**config.mk**
```make
export PLATFORM = sky130hd
export DESIGN_NAME = pwm_generate
export DESIGN_NICKNAME = d
export VERILOG_FILES = /design/src/rtl/pwm_generate.sv
export SDC_FILE = /design/constraint.sdc
export NUM_CORES = 1
export LEC_CHECK = 0
export CAP_MARGIN = 20
export CORE_AREA = 5 5 74 49
export DETAILED_ROUTE_END_ITERATION = 16
export DIE_AREA = 0 0 79 54
export PLACE_DENSITY_LB_ADDON = 0.15
export RECOVER_POWER = 25
export SETUP_SLACK_MARGIN = 0.5
export SLEW_MARGIN = 20
export SYNTH_ARGS = -nofsm -noshare
export SYNTH_HDL_FRONTEND = slang
export SYNTH_SLANG_ARGS = --single-unit
```
**constraint.sdc**
```tcl
create_clock -name clk -period 3.2 [get_ports clk]
set_input_delay 0.32 -clock clk [delete_from_list [all_inputs] [get_ports clk]]
set_output_delay 0.32 -clock clk [all_outputs]
set_load 0.02 [all_outputs]
```
**src/rtl/pwm_generate.sv**
```systemverilog
// pwm_generate -- breathing-LED PWM generator.
//
// A prescaler divides clk into fine steps, a step counter forms the PWM
// period, and a period counter paces duty updates. The duty level ramps
// 0 -> LEVELS -> 0 in a triangle, one step per update interval, holding
// each endpoint for exactly one interval.
//
// Ports:
//   clk     in   system clock, all logic on the rising edge
//   rst_n   in   synchronous reset, ACTIVE HIGH (legacy name kept)
//   pwm_sig out  registered PWM output to the LED
//
// Timing with defaults: step 5 clk, PWM period 50 clk, duty update every
// 100 clk, full breath 2000 clk.
module pwm_generate #(
  parameter int CLK_MHZ = 5,
  parameter int US_UNIT = 1,
  parameter int MS_UNIT = 1,
  parameter int S_UNIT  = 2
) (
  input  logic clk,
  input  logic rst_n,
  output logic pwm_sig
);

  localparam int STEP_CLKS = CLK_MHZ * US_UNIT;
  localparam int LEVELS    = 10 * MS_UNIT;

  // Widths cover each counter's terminal count; a floor of 1 bit keeps
  // degenerate (terminal == 0) counters legal.
  localparam int CW = (STEP_CLKS > 1) ? $clog2(STEP_CLKS) : 1;
  localparam int SW = (LEVELS > 1)    ? $clog2(LEVELS)    : 1;
  localparam int PW = (S_UNIT > 1)    ? $clog2(S_UNIT)    : 1;
  localparam int DW = $clog2(LEVELS + 1);

  logic [CW-1:0] clk_cnt;
  logic [SW-1:0] step_cnt;
  logic [PW-1:0] per_cnt;
  logic [DW-1:0] duty;
  logic          dir;

  logic step_tick, period_tick, upd_tick;

  // Each tick chains off the lower counter's terminal count on the same
  // edge, so simultaneous wraps stay aligned.
  assign step_tick   = (clk_cnt == CW'(STEP_CLKS - 1));
  assign period_tick = step_tick & (step_cnt == SW'(LEVELS - 1));
  assign upd_tick    = period_tick & (per_cnt == PW'(S_UNIT - 1));

  always_ff @(posedge clk) begin
    if (rst_n) begin
      clk_cnt  <= '0;
      step_cnt <= '0;
      per_cnt  <= '0;
      duty     <= '0;
      dir      <= 1'b0;
      pwm_sig  <= 1'b0;
    end else begin
      clk_cnt <= step_tick ? '0 : clk_cnt + CW'(1);

      if (step_tick)
        step_cnt <= (step_cnt == SW'(LEVELS - 1)) ? '0 : step_cnt + SW'(1);

      if (period_tick)
        per_cnt <= (per_cnt == PW'(S_UNIT - 1)) ? '0 : per_cnt + PW'(1);

      // Triangle ramp: turning around at an endpoint also takes a step,
      // so each endpoint is held for exactly one update interval.
      if (upd_tick) begin
        if (!dir) begin
          if (duty == DW'(LEVELS)) begin
            dir  <= 1'b1;
            duty <= duty - DW'(1);
          end else begin
            duty <= duty + DW'(1);
          end
        end else begin
          if (duty == '0) begin
            dir  <= 1'b0;
            duty <= duty + DW'(1);
          end else begin
            duty <= duty - DW'(1);
          end
        end
      end

      // Uses pre-edge counter/duty values: one clock of latency.
      pwm_sig <= (DW'(step_cnt) < duty);
    end
  end

endmodule

```
* Yosys cells after proc, flatten, opt, wreduce, memory -nomap -nowiden
Index checks and enable logic that the tools add are counted.
** Word-level totals
- Input bits :: 2
- Flip-flop bits (word level) :: 14
- Output and inout bits :: 1
** Operators by class
- Mux-type cells :: 8
- $lt $le $gt $ge :: 1
- $add $sub $neg :: 5
- Eq/ne operators :: 3
- Reduce and logical (&&, ||, !) cells :: 2
- Bitwise logic cells :: 2
** Operators by type and width (number)
- $mux W4 :: 4
- $add A4 B1 Y4 const B :: 2
- $eq A4 B4 Y1 const B :: 2
- $logic_not A4 Y1 :: 1
- $lt A4 B4 Y1 :: 1
- $mux W1 :: 4
- $sub A4 B1 Y4 const B :: 1
- $add A3 B1 Y3 const B :: 1
- $eq A3 B3 Y1 const B :: 1
- $and A1 B1 Y1 :: 2
- $reduce_or A2 Y1 :: 1
- $add A1 B1 Y1 const B :: 1

* Longest topological paths before layout
Gate-level depths: netlist of run 1.
- Depth in word-level cells :: 3
- Depth in mapped cells :: 8
- Depth with buffers taken out :: 7

* Least setup slack after synthesis of run 1
OpenSTA, ideal clock, no wires.
- Kind :: reg-to-reg
- Start point :: register clk_cnt[0]
- End point :: register duty[2]
- Period minus slack after synthesis :: 1709 ps
- Data arrival time :: 1586 ps
- Setup time :: 123 ps
- Cell stages (with the launch flop) :: 9
- Setup slack :: 1491 ps
- Cells stage by stage :: dfxtp_1 > inv_1 > ha_1 > nand3_2 > and4bb_1 > buf_6 > nand2_1 > mux2i_1 > mux2_1
** On the way
- Cells in the longest elaborated chain, start to end :: 3
** RTL lines
- start, declared :: RTL line 36 : logic [CW-1:0] clk_cnt;
- start signal, assigned :: RTL line 59 : clk_cnt <= step_tick ? '0 : clk_cnt + CW'(1);
- $eq A3 B3 Y1 :: RTL line 46 : assign step_tick = (clk_cnt == CW'(STEP_CLKS - 1));
- $and A1 B1 Y1 :: RTL line 47 : assign period_tick = step_tick & (step_cnt == SW'(LEVELS - 1));
- $and A1 B1 Y1 :: RTL line 48 : assign upd_tick = period_tick & (per_cnt == PW'(S_UNIT - 1));
- end signal, assigned :: RTL line 73 : duty <= duty - DW'(1);
- end signal, assigned :: RTL line 75 : duty <= duty + DW'(1);
- end signal, assigned :: RTL line 80 : duty <= duty + DW'(1);
- end, declared :: RTL line 39 : logic [DW-1:0] duty;
No other way between the ends.
A chain may end at the register's enable or synchronous reset.

* Worst setup path in the final report of run 1
Ends and elaborated chain as after synthesis.

==> results of run 1 <==
==> cells by family after synthesis <==
logic type | Yosys count
AOI/OAI and AO/OA | 17
xor gates and xnor gates | 5
and+or+nand+nor | 29
DFF | 14
adders and majority gates | 9
buffers and inverters | 10
muxes | 4
==> through the flow <==
step	util	power [mW]	instance area [um^2]	hold slack, ps	std cells
final	0.301	0.366	897	460	128
after global routing	0.301	0.388	897	474	128
after CTS	0.301	0.373	897	461	128
after detailed placement	0.282	0.201	842	452	124
after global placement	0.282	0.201	842	434	124
after floorplan	-	0.196	792	398	88
==> per-layer routing <==
layer	routed length [um]	vias to the layer above
met1	828	256
met5	0	-
met4	0	0
li1	-	313
met3	62	0
met2	556	7
==> registers in the layout, indices dropped and copies added (netlist names) <==
signal	count
step_cnt	4
dir	1
clk_cnt	3
pwm_sig	1
duty	4
per_cnt	1
==> placed cells by master (no fill, tap or decap), types with 2 or more instances in the layout <==
cell type,n
dfxtp_1,14
nor2_1,10
ha_1,9
inv_1,8
o21ai_0,5
a21oi_1,5
clkbuf_8,4
a211oi_1,3
nor3_1,3
xnor2_1,3
nand2_1,3
nor2b_1,2
nor3b_1,2
nand4_1,2
mux2i_1,2
xor2_1,2
==> power by group <==
part | internal, mW | switching [mW] | total (mW)
clock | 0.109 | 0.0601 | 0.169
sequential | 0.178 | 0.00341 | 0.182
combinational | 0.00605 | 0.00928 | 0.0153
==> final cells by class <==
class	instances	area share
flip-flops and latches	14	0.312
well taps	36	0.0502
repair buffers	2	0.0223
multi-input cells	64	0.520
inverters	8	0.0335
clock buffers	4	0.0614
==> final timing paths <==
kind / end / slack, ps / from
worst max-delay path: duty[2] / 1260 / clk_cnt[0]
worst min-delay path: clk_cnt[0] / 460 / clk_cnt[0]
worst max register to register: duty[2] / 1260 / clk_cnt[0]
worst min register to register: clk_cnt[0] / 460 / clk_cnt[0]
==> worst max-delay path, delay by kind of cell (launching register included) <==
| family | cells | cell delay (ps) |
|---|---|---|
| AND/OR/NAND/NOR | 3 | 730 |
| multiplexers | 2 | 490 |
| flip-flops | 1 | 320 |
| adder cells (fa/ha/maj) | 1 | 240 |
| buffers and inverters | 1 | 60 |
==> run metrics, run 1 <==
Initial Utilization 0.266; critical path endpoint category flop; CP Max Fanout 8; first-pass GRT wire length 2.47 mm; antenna cells 0; reg2reg path depth 7; die area 4270 um^2; main combinational cell family by area after synthesis simple AND/OR/NAND/NOR gates; Yosys reg bits 14; grt met2 use 0.110; drt drc 0; Commonest cells post-synth dfxtp_1, nor2_1, ha_1; pre-CTS WS 1270 ps; final setup vio count 0; layout cells sized above 1 0.0761; Crit Path Class reg2reg; Root Driver clkbuf_8; cell count after synthesis 88; initial antenna violation count 0; worst hold stages 1; Die W 79 um; routed vias 576; fmax 515 MHz; Synth top area share 0.354; Max-cap violations 0; Fill cells 329; largest net degree at the start of global routing 16; area leader, netlist dfxtp_1; final WL 1.45 mm; Mean Syn Cell Area 9.00 um^2; post-layout min period 1940 ps; WP data arrival 2070 ps; Syn Std Cell Area 792 um^2; CTS Buf Count 3; Nets 104; vias per cell 4.50; P per Cell Area 408 nW/um^2; CP max-delay cell and4bb_1; drt pass-1 iters 2; IO buf count 2; CTS tree done; Tot GR Track Use 0.0765; Net Count, Synth 99; M1 GR Usage 0.105; Final Max Slew Viols 0; GR peak layer met2; total core area 2980 um^2; Fin Setup TNS 0 ps; number of synthesized flops with an enable pin 0; antenna-violating nets left 0; gpl congestion 0.771; dpl hpwl 1.09 mm; post-synthesis xor/xnor area fraction 0.0553; Post-CTS Hold Fix Bufs 0; Yosys warning total 0; final setup margin 1260 ps; area of the multi-input gates 467 um^2; worst vdd ir 0.140 mV; fraction of the mapped netlist area in adder cells 0.142; CP Launch Type flop; P&R area growth vs syn 13.3%; post-synthesis sequential area ratio 0.354; clk sink count 14; initial DRC count 14; total gr overflow 0; synth unique cells 30; Synth Area in Compound Gates 0.131; top cells by area, synth dfxtp_1, ha_1, nor2_1; routing usage on met3 0.0318; post-DR wirelength/cell 11.3 um; ys async rst share 0; WP data required 3330 ps; CTS resizes 0; FF/Latch Area 280 um^2; Ports 3; Clock Path Buffers 2; crit-path cells inv_1 > ha_1 > nand3_2 > and4bb_1 > nand2_1 > mux2i_1 > mux2_1; status complete, no violations; cell with the most instances after synthesis dfxtp_1; leakage power 0.329 nW; Final Cycle Share 0.607; htree depth 1; Worst Max-Slew Pin Slew 561 ps; Die Ht 54 um; Worst-path clk slew 60 ps; Worst Hold Class reg2reg; Synth Area in Simple Gates 0.207; top_reg_cell synth dfxtp_1; relative slew slack 0.625; RSZ-0062 raised after global routing no; crit-path max cell delay 480 ps; Setup Fix Bufs, Post-CTS 0; Row Count 16; clk_lat worst skew 240 ps; setup clock skew after layout 5.10 ps; mux contribution to synthesized area 0.0537; vias in the first global route 515; final hold viol count 0
Power figures use the tool's default switching activity.
==> run 2, diff against run 1 <==
clock period = 1.6 ns   (was 3.2 ns; I/O delays follow)
==> run 2 against run 1 <==
  * Global-route usage is 2.5 points higher
  * Critical path depth stayed put
  * Sequential cell count unchanged
  * Sequential power increased by 97%
  * Clock skew decreased by 3.3 ps
  * Sequential share of layout area fell by 7.0 points
  * Core utilization rose by 11 points
  * Worst hold slack got worse by 41 ps
  * Final cell count is 19% higher
  * Non-clock buffer count up 24
  * Critical path type unchanged
  * Critical endpoint unchanged
==> run metrics, run 2 (synthesis results as in run 1) <==
antenna-violating nets left 0; P per Cell Area 629 nW/um^2; Clock Path Buffers 2; Post-CTS Hold Fix Bufs 0; internal power 579 uW; FF/Latch Area 295 um^2; drt drc 0; relative slew slack 0.761; switching portion of total power 0.245; routed vias 706; CTS tree done; Ports 3; first-pass GRT wire length 3.22 mm; Root Driver clkbuf_8; crit path launch clk_cnt[0]; total gr overflow 0; reg2reg start clk_cnt[0]; final core area utilization 0.409; most frequent cells in the layout buf_4, nor2_1, dfxtp_1; RSZ-0062 raised after global routing yes; P&R area growth vs syn 53.9%; initial antenna violation count 0; Initial Utilization 0.266; pre-CTS WS 12.8 ps; Regs by FF count duty x4, step_cnt x4, clk_cnt x3; Die W 79 um; clock power share 0.411; Nets 128; setup clock skew after layout 1.75 ps; Crit Path Class reg2reg; final setup vio count 0; status complete, no violations; Worst-path clk slew 60 ps; Row Count 16; WP data arrival 1730 ps; most common cell after layout, fill and taps aside buf_4; die area 4270 um^2; CTS Buf Count 3; Die Ht 54 um; Comb power frac 0.120; final setup margin 5.92 ps; post-DR wirelength/cell 12.8 um; Worst Hold Class in2reg; WHS 420 ps; sequential share of power 0.468; Final Max Slew Viols 0; vias per cell 4.64; htree depth 1; largest net degree at the start of global routing 9; initial DRC count 31; gpl congestion 0.827; final WL 1.95 mm; Hold Startpoint rst_n; CP Max Fanout 4; Final Cycle Share 0.996; Max-cap violations 0; post-layout min period 1590 ps; CP Launch Type flop; Fill cells 309; Worst Max-Slew Pin Slew 359 ps; worst vdd ir 0.335 mV; Fin Setup TNS 0 ps; antenna cells 0; fmax 627 MHz; final hold viol count 0; area of the multi-input gates 572 um^2; clk sink count 14; drt pass-1 iters 4; WP data required 1740 ps; Tot GR Track Use 0.102; total core area 2980 um^2; dpl cell area 956 um^2; vias in the first global route 667; IO buf count 2; dpl hpwl 1.27 mm; critical path endpoint category flop; switching power 187 uW; post-route cell area 1220 um^2; leakage power 0.480 nW; clk_lat worst skew 250 ps; layout cells sized above 1 0.474
==> run 2: changes by cell type in the layout (fill, tap and decap cells not counted), sizes merged <==
cell,delta
dlygate4sd3,-1
buf,+24
clkdlybuf4s50,-1
dlygate4sd2,+2
==> run 2: critical path, stage by stage, from the launching register on <==
cell and delay (ps):
dfxtp_2 330, inv_2 60, ha_4 150, nand3_4 70
and4bb_2 340, nand2_1 60, mux2i_1 140, mux2_1 330
==> run 2: power groups by stage <==
stage	Combinational, mW	Clock, mW	Sequential [mW]
2_1_floorplan	0.0323	0	0.370
3_3_place_gp	0.0536	0	0.370
3_5_place_dp	0.0527	0	0.370
4_1_cts	0.0646	0.323	0.358
5_1_grt	0.0990	0.336	0.360
6_report	0.0922	0.315	0.359
==> run 2: routing by layer <==
layer  track usage  up-vias  wire length [um]
met2         0.149       11               872
met1         0.136      325               963
li1              -      364                 -
met3        0.0401        6                76
met5             0        -                 0
met4        0.0343        0                34
==> run 2: layout make-up <==
class,count,area share
Clock buffer,4,0.0370
Inverter,8,0.0267
Multi-Input combinational cell,64,0.469
Sequential cell,14,0.242
Tap cell,36,0.0370
Timing Repair Buffer,26,0.188
==> run 2: worst paths after layout <==
check,endpoint,slack (ps),cells past startpoint
min reg2reg,clk_cnt[0],520,2
min,dir,420,2
max reg2reg,duty[2],6,7
max,duty[2],6,7
==> run 2: what timing repair did <==
action,CTS,global route
cloned,0,0
pin swaps,12,16
setup endpoints to repair,12,14
hold endpoints to repair,0,0
gates resized for setup,20,11
setup buffers,5,8
==> run 2: metrics by stage <==
stage          cells  total power [mW]
2_1_floorplan     88             0.402
3_3_place_gp     135             0.423
3_5_place_dp     135             0.423
4_1_cts          144             0.746
5_1_grt          152             0.795
6_report         152             0.766
